**config.mk**
```make
export PLATFORM = sky130hd
export DESIGN_NAME = id_ex_fwd_stage
export DESIGN_NICKNAME = d
export VERILOG_FILES = /design/src/rtl/id_ex_fwd_stage.sv
export SDC_FILE = /design/constraint.sdc
export NUM_CORES = 1
export LEC_CHECK = 0
export ABC_AREA = 0
export BUFFER_PORTS_ARGS = -buffer_cell sky130_fd_sc_hd__buf_2
export CAP_MARGIN = 10
export CORE_UTILIZATION = 48
export DETAILED_ROUTE_END_ITERATION = 16
export PLACE_DENSITY_LB_ADDON = 0.05
export SLEW_MARGIN = 20
export SYNTH_ARGS = -nofsm -noshare
export SYNTH_HDL_FRONTEND = slang
export SYNTH_SLANG_ARGS = --single-unit
```
**constraint.sdc**
```tcl
create_clock -name clk_i -period 2.6 [get_ports clk_i]
set_input_delay 0.26 -clock clk_i [delete_from_list [all_inputs] [get_ports clk_i]]
set_output_delay 0.26 -clock clk_i [all_outputs]
set_load 0.02 [all_outputs]
```
**src/rtl/id_ex_fwd_stage.sv**
```systemverilog
// ID/EX pipeline register for the RV32 core.
// Registers operands and control. Computes the operand forwarding selects a
// cycle early so the EX-stage operand muxes are driven straight from flops.
// Detects load-use hazards, inserts bubbles and counts stall cycles.
module id_ex_fwd_stage #(
    parameter int unsigned XLEN   = 32,
    parameter int unsigned REG_AW = 5,
    parameter int unsigned CNT_W  = 32
) (
    input  logic              clk_i,
    input  logic              rst_i,
    input  logic              hold_i,
    input  logic              flush_i,
    input  logic              id_valid_i,
    input  logic [REG_AW-1:0] id_rs1_i,
    input  logic [REG_AW-1:0] id_rs2_i,
    input  logic              id_use_rs1_i,
    input  logic              id_use_rs2_i,
    input  logic [XLEN-1:0]   id_rs1_data_i,
    input  logic [XLEN-1:0]   id_rs2_data_i,
    input  logic [REG_AW-1:0] id_rd_i,
    input  logic              id_reg_write_i,
    input  logic              id_mem_read_i,
    input  logic [REG_AW-1:0] exmem_rd_i,
    input  logic              exmem_reg_write_i,
    input  logic [REG_AW-1:0] memwb_rd_i,
    input  logic              memwb_reg_write_i,
    output logic              ex_valid_o,
    output logic [XLEN-1:0]   ex_rs1_data_o,
    output logic [XLEN-1:0]   ex_rs2_data_o,
    output logic [1:0]        ex_fwd_a_sel_o,
    output logic [1:0]        ex_fwd_b_sel_o,
    output logic [REG_AW-1:0] ex_rd_o,
    output logic              ex_reg_write_o,
    output logic              ex_mem_read_o,
    output logic              stall_o,
    output logic [CNT_W-1:0]  stall_count_o
);

    logic [1:0] fwd_a_nxt;
    logic [1:0] fwd_b_nxt;
    logic       rs1_hit;
    logic       rs2_hit;

    // Select for one source operand. The instruction currently in EX moves to
    // EX/MEM next cycle (01), EX/MEM moves to MEM/WB (10), and MEM/WB retires
    // now, so its value must come from the delayed write-back copy (11).
    // Checks run youngest first so the most recent producer wins.
    function automatic logic [1:0] fwd_sel(
        input logic [REG_AW-1:0] rs,
        input logic              use_rs,
        input logic              ex_wr,
        input logic [REG_AW-1:0] ex_rd,
        input logic              em_wr,
        input logic [REG_AW-1:0] em_rd,
        input logic              mw_wr,
        input logic [REG_AW-1:0] mw_rd
    );
        if (!use_rs || rs == '0)          return 2'b00;
        else if (ex_wr && ex_rd == rs)    return 2'b01;
        else if (em_wr && em_rd == rs)    return 2'b10;
        else if (mw_wr && mw_rd == rs)    return 2'b11;
        else                              return 2'b00;
    endfunction

    // Load-use detection and next-cycle forwarding selects.
    always_comb begin
        rs1_hit   = id_use_rs1_i && (id_rs1_i == ex_rd_o);
        rs2_hit   = id_use_rs2_i && (id_rs2_i == ex_rd_o);
        stall_o   = !flush_i && id_valid_i && ex_valid_o && ex_mem_read_o &&
                    (ex_rd_o != '0) && (rs1_hit || rs2_hit);
        fwd_a_nxt = fwd_sel(id_rs1_i, id_use_rs1_i, ex_valid_o && ex_reg_write_o,
                            ex_rd_o, exmem_reg_write_i, exmem_rd_i,
                            memwb_reg_write_i, memwb_rd_i);
        fwd_b_nxt = fwd_sel(id_rs2_i, id_use_rs2_i, ex_valid_o && ex_reg_write_o,
                            ex_rd_o, exmem_reg_write_i, exmem_rd_i,
                            memwb_reg_write_i, memwb_rd_i);
    end

    // Pipeline register update: reset > hold > flush/stall bubble > load.
    always_ff @(posedge clk_i) begin
        if (rst_i) begin
            ex_valid_o     <= 1'b0;
            ex_rs1_data_o  <= '0;
            ex_rs2_data_o  <= '0;
            ex_fwd_a_sel_o <= 2'b00;
            ex_fwd_b_sel_o <= 2'b00;
            ex_rd_o        <= '0;
            ex_reg_write_o <= 1'b0;
            ex_mem_read_o  <= 1'b0;
        end else if (hold_i) begin
            // everything keeps its value
        end else if (flush_i || stall_o) begin
            // Bubble: data and rd are left as-is since nothing consumes them.
            ex_valid_o     <= 1'b0;
            ex_reg_write_o <= 1'b0;
            ex_mem_read_o  <= 1'b0;
            ex_fwd_a_sel_o <= 2'b00;
            ex_fwd_b_sel_o <= 2'b00;
        end else begin
            ex_valid_o     <= id_valid_i;
            ex_rs1_data_o  <= id_rs1_data_i;
            ex_rs2_data_o  <= id_rs2_data_i;
            ex_fwd_a_sel_o <= fwd_a_nxt;
            ex_fwd_b_sel_o <= fwd_b_nxt;
            ex_rd_o        <= id_rd_i;
            ex_reg_write_o <= id_valid_i && id_reg_write_i;
            ex_mem_read_o  <= id_valid_i && id_mem_read_i;
        end
    end

    // Saturating count of load-use stall cycles, frozen during hold.
    always_ff @(posedge clk_i) begin
        if (rst_i) begin
            stall_count_o <= '0;
        end else if (!hold_i && stall_o && stall_count_o != '1) begin
            stall_count_o <= stall_count_o + CNT_W'(1);
        end
    end

endmodule

```
* Word level (Yosys, flattened, before mapping)
Cells that the tools add are included.
Cells by class: add/subtract/negate cells 1, eq/ne operators 9, multiplexer cells 13, bitwise operators 2, reduce and logical (&&, ||, !) cells 30
Operators by type and width (count):
- $eq 5x5->1 | 8
- $add 32x1->32 const B | 1
- $ne 32x32->1 const B | 1
- $mux 2 | 10
- $logic_and 1x1->1 | 18
- $logic_not 5->1 | 2
- $reduce_bool 5->1 | 1
- $logic_not 1->1 | 4
- $logic_or 1x1->1 | 4
- $mux 1 | 3
- $not 1->1 | 2
- $reduce_and 2->1 | 1
Storage, ports and cells: bits in registers 108, bits of input ports 100, output and inout port bits 109, logic and storage cells 64

* Longest topological paths before layout
word-level depth 9, gate-level depth with buffers 8

* Worst setup path before layout
No wires, ideal clock.
path type register to register, from register stall_count_o[4], to register stall_count_o[23], library setup time 0.127 ns, arrival 2.400 ns, path slack 0.073 ns, cell stages (with the launch flop) 7, clock period less this slack 2.527 ns, path through dfxtp_1 -> nand4_2 -> or4_4 -> or4_4 -> a2111oi_4 -> and4_1 -> nor3_2
Between the ends: longest elaborated chain between the ends 2
Ends and longest elaborated chain:
- from (decl) | line 37 | output logic [CNT_W-1:0] stall_count_o
- from (signal assigned) | line 117 | stall_count_o <= stall_count_o + CNT_W'(1);
- branches (longest 2 deep; another with $add 32x1->32)
Parallel ways; which one is timed is not known. A chain may end at the register's enable or synchronous reset.

* Worst setup path after layout
Ends and elaborated chain as after synthesis.

==> flow_metrics.py <==
metrics = {
    "setup_path": {
        "r2r-start": "stall_count_o[4]$_SDFFE_PP0P_",
        "startpoint_type": "flop",
        "cp.required_ns": 2.84,
        "r2r_setup_slack_ns": 0.14,
        "crit_type": "flop to flop",
        "end_kind": "flop",
        "path_max_fanout": 6,
        "slowest_delay_ns": 0.56,
        "crit_arrival_ns": 2.70,
        "cpMaxStageDelayCell": "or4_4",
        "cp_common_cell": "or4_4",
        "crit_chain": "nand4_2 -> or4_4 -> or4_4 -> a2111oi_4 -> and4_1 -> nor3_2",
        "r2r-end": "stall_count_o[23]$_SDFFE_PP0P_",
        "r2r_cells": 6,
    },
    "synth": {
        "syn_area_per_cell_sq_um": 8.11,
        "syn_inst": 621,
        "synthMuxAreaShare_pct": 0.423,
        "ys.flop_type": "dfxtp_1",
        "seq_area_frac_synth_pct": 43.0,
        "synth-adder-area-share_pct": 0.249,
        "yosysWarnings": 0,
        "ys_ff_latch": 108,
        "syn-cell-area_sq_um": 5030,
        "syn-num-nets": 722,
        "synth.distinct_cells": 48,
        "synth_simple_gate_area_share_pct": 23.4,
        "async_reset_ff_share_pct": 0,
        "synth_top_family_by_area": "compound AO/OA/AOI/OAI gates",
        "synth_edf_count": 0,
        "synth-compound-area-share_pct": 24.1,
        "synth_xor_area_share_pct": 4.87,
    },
    "global_routing": {
        "grt_use_total_pct": 26.6,
        "use_met3_pct": 5.95,
        "antenna_found_initial": 0,
        "met1_usage_pct": 33.5,
        "gr-usage-met2_pct": 43.8,
        "grt.overflow.total": 0,
        "busiest_layer": "met2",
        "first_global_vias": 4874,
        "grt_max_degree": 74,
        "grt_pass1_wl_microns": 23700,
    },
    "worst_hold_path": {
        "hp-class": "primary input to flop",
        "hp-start": "id_rs1_data_i[5]",
        "min_path_cells": 3,
        "hold-path-endpoint": "ex_rs1_data_o[5]$_SDFFE_PP0P_",
    },
    "drt": {
        "route.vias.total": 5405,
        "routed_via_density": 5.72,
        "dr.pass1.iters": 5,
        "routed_wl_microns": 14600,
        "drt_iter0_drc": 294,
        "remaining_drc_errors": 0,
        "routedWlPerCell_microns": 15.5,
        "ant_nets": 0,
    },
    "place": {
        "port_buffers": 208,
        "dpl.hpwl_microns": 10200,
        "gp_congestion": 0.842,
    },
    "layout": {
        "syn2layout_area_growth_pct": 27.9,
        "diodes": 0,
        "fillers": 938,
        "num-nets-final": 907,
        "drive_gt1_share_pct": 31.4,
    },
    "run": {
        "drv_cap": 0,
    },
    "clock_network": {
        "cts_tree": "built",
        "cts_buffer_depth": 2,
        "clk_pin_slew_worst_paths_ns": 0.10,
        "cts_sinks": 108,
        "cts_root_buffer": "clkbuf_8",
        "cts_buffers": 9,
        "htree_num_levels": 3,
        "clock_latency_ns": 0.38,
        "cts_setup_buffers": 0,
    },
    "floorplanning": {
        "pin_count": 209,
        "num_rows": 37,
        "die-width_microns": 104,
        "die_area_sq_um": 10900,
        "start_util_pct": 49.2,
        "core_sq_um": 10200,
        "die_y_microns": 104,
    },
    "sta": {
        "setup_viol": 0,
        "finalCritPeriodShare_pct": 94.6,
        "rsz0062_at_grt": "no",
        "fmax_ghz": 0.407,
        "finalSetupTns_ns": 0,
        "fin_crit_ns": 2.46,
        "skew_ns": 0.00791,
        "final-hold-violation-count": 0,
        "finalMaxSlewViolations": 0,
        "tightest_slew_ns": 0.752,
        "slew_headroom_pct": 49.8,
    },
    "pwr": {
        "power_density_nw_per_um2": 503,
        "p_leak_nw": 2.65,
        "vdd_ir_drop_max_v": 0.000236,
        "power_mw": 3.24,
    },
    "run_status": {
        "status": "finished, final reports clean",
    },
}
[per-stage QoR]
stage          std cells  utilization (%)  worst slack (ns)  hold WS, ns  area (sq um)
2_1_floorplan        621                -            0.0726        0.408          5030
3_3_place_gp         931             60.8             0.208        0.457          6220
3_5_place_dp         931             60.8             0.162        0.462          6220
4_1_cts              945             62.8            0.0751        0.107          6420
5_1_grt              945             62.9            0.0144        0.110          6440
6_report             945             62.9             0.140        0.114          6440
[final cells by class]
type	count	area, sq um	area share (%)
clock buffer	10	128	1.98
timing repair buffer	223	1180	18.4
multi-input combinational	460	2700	42.0
inverter	4	15.0	0.233
clock inverter	4	76.3	1.19
tap	136	170	2.64
sequential	108	2160	33.6
[layer usage]
metal | up-vias | routed length [microns]
met2 | 189 | 6970
met1 | 2527 | 6220
met5 | - | 0
met4 | 0 | 310
met3 | 21 | 1130
li1 | 2668 | -
[report_power, final]
part	internal (mW)	switching, mW	total, mW
combinational	0.159	0.245	0.405
sequential	1.70	0.0254	1.73
clock	0.535	0.570	1.11
[critical path, delay by kind of cell (launching register included)]
kind / cells / cell delay [ns]
AO/OA/AOI/OAI: 1 / 0.33
AND/OR/NAND/NOR: 5 / 1.55
flip-flops: 1 / 0.44
[worst max-delay path by stage]
| stage | slack, ns | startpoint | cells past startpoint | to |
|---|---|---|---|---|
| finish | 0.14 | stall_count_o[4]$_SDFFE_PP0P_ | 6 | stall_count_o[23]$_SDFFE_PP0P_ |
| global route | 0.01 | ex_rd_o[3]$_SDFFE_PP0P_ | 7 | stall_o |
| CTS | 0.08 | ex_rd_o[0]$_SDFFE_PP0P_ | 7 | stall_o |
| detailed placement | 0.16 | stall_count_o[4]$_SDFFE_PP0P_ | 6 | stall_count_o[23]$_SDFFE_PP0P_ |
| global placement | 0.21 | stall_count_o[4]$_SDFFE_PP0P_ | 6 | stall_count_o[23]$_SDFFE_PP0P_ |
| floorplan | 0.07 | stall_count_o[4]$_SDFFE_PP0P_ | 6 | stall_count_o[23]$_SDFFE_PP0P_ |
[kinds of logic after synthesis]
| group | Yosys count |
|---|---|
| AOI/OAI and AO/OA | 221 |
| muxes | 2 |
| DFF | 108 |
| adders and majority gates | 1 |
| xor gates and xnor gates | 28 |
| buffers and inverters | 53 |
| and+or+nand+nor | 208 |
[state kept, by name (all words and copies together), names as in the netlist]
| register | count |
|---|---|
| ex_fwd_a_sel_o | 2 |
| ex_reg_write_o | 1 |
| ex_valid_o | 1 |
| ex_fwd_b_sel_o | 2 |
| ex_rd_o | 5 |
| ex_rs2_data_o | 32 |
| stall_count_o | 32 |
| ex_mem_read_o | 1 |
| ex_rs1_data_o | 32 |
[cells in the mapped netlist (3+ instances only)]
cell	n	area share, %
nor2_1	13	0.97
nand3b_1	4	0.60
xnor2_1	5	0.87
o21ai_0	92	9.1
nand4_1	6	0.75
xor2_1	23	4.0
o31ai_1	9	1.3
and2_1	4	0.50
or3_1	22	2.7
nor4_1	5	0.62
clkbuf_1	42	3.1
or4_1	12	1.8
dfxtp_1	108	43
and3_1	10	1.2
and4_1	6	1.0
nand3_1	90	8.9
nor3_1	4	0.40
inv_1	3	0.22
a21oi_1	102	10
buf_1	6	0.45
nand2_1	18	1.3
[layout by cell type (no fill, tap or decap), types with 3 or more instances in the layout]
cell type / synthesis / final
buf_2: 1 / 207
nand3b_1: 4 / 4
or3_1: 22 / 22
and3_1: 10 / 10
inv_1: 3 / 3
clkbuf_8: 0 / 9
and2_1: 4 / 4
nor2_1: 13 / 12
nor4_1: 5 / 5
buf_4: 0 / 14
nand4_1: 6 / 6
nand3_1: 90 / 90
xnor2_1: 5 / 5
nor3_1: 4 / 4
dfxtp_1: 108 / 108
o21ai_0: 92 / 92
and4_1: 6 / 6
nand2_1: 18 / 18
o31ai_1: 9 / 9
xor2_1: 23 / 23
a21oi_1: 102 / 101
or4_1: 12 / 12
[what timing repair did]
action / CTS / global route
endpoints found under the setup margin: 0 / 1
resized for setup: 0 / 1
hold buffers: 0 / 0
(Power assumes the default switching activity.)
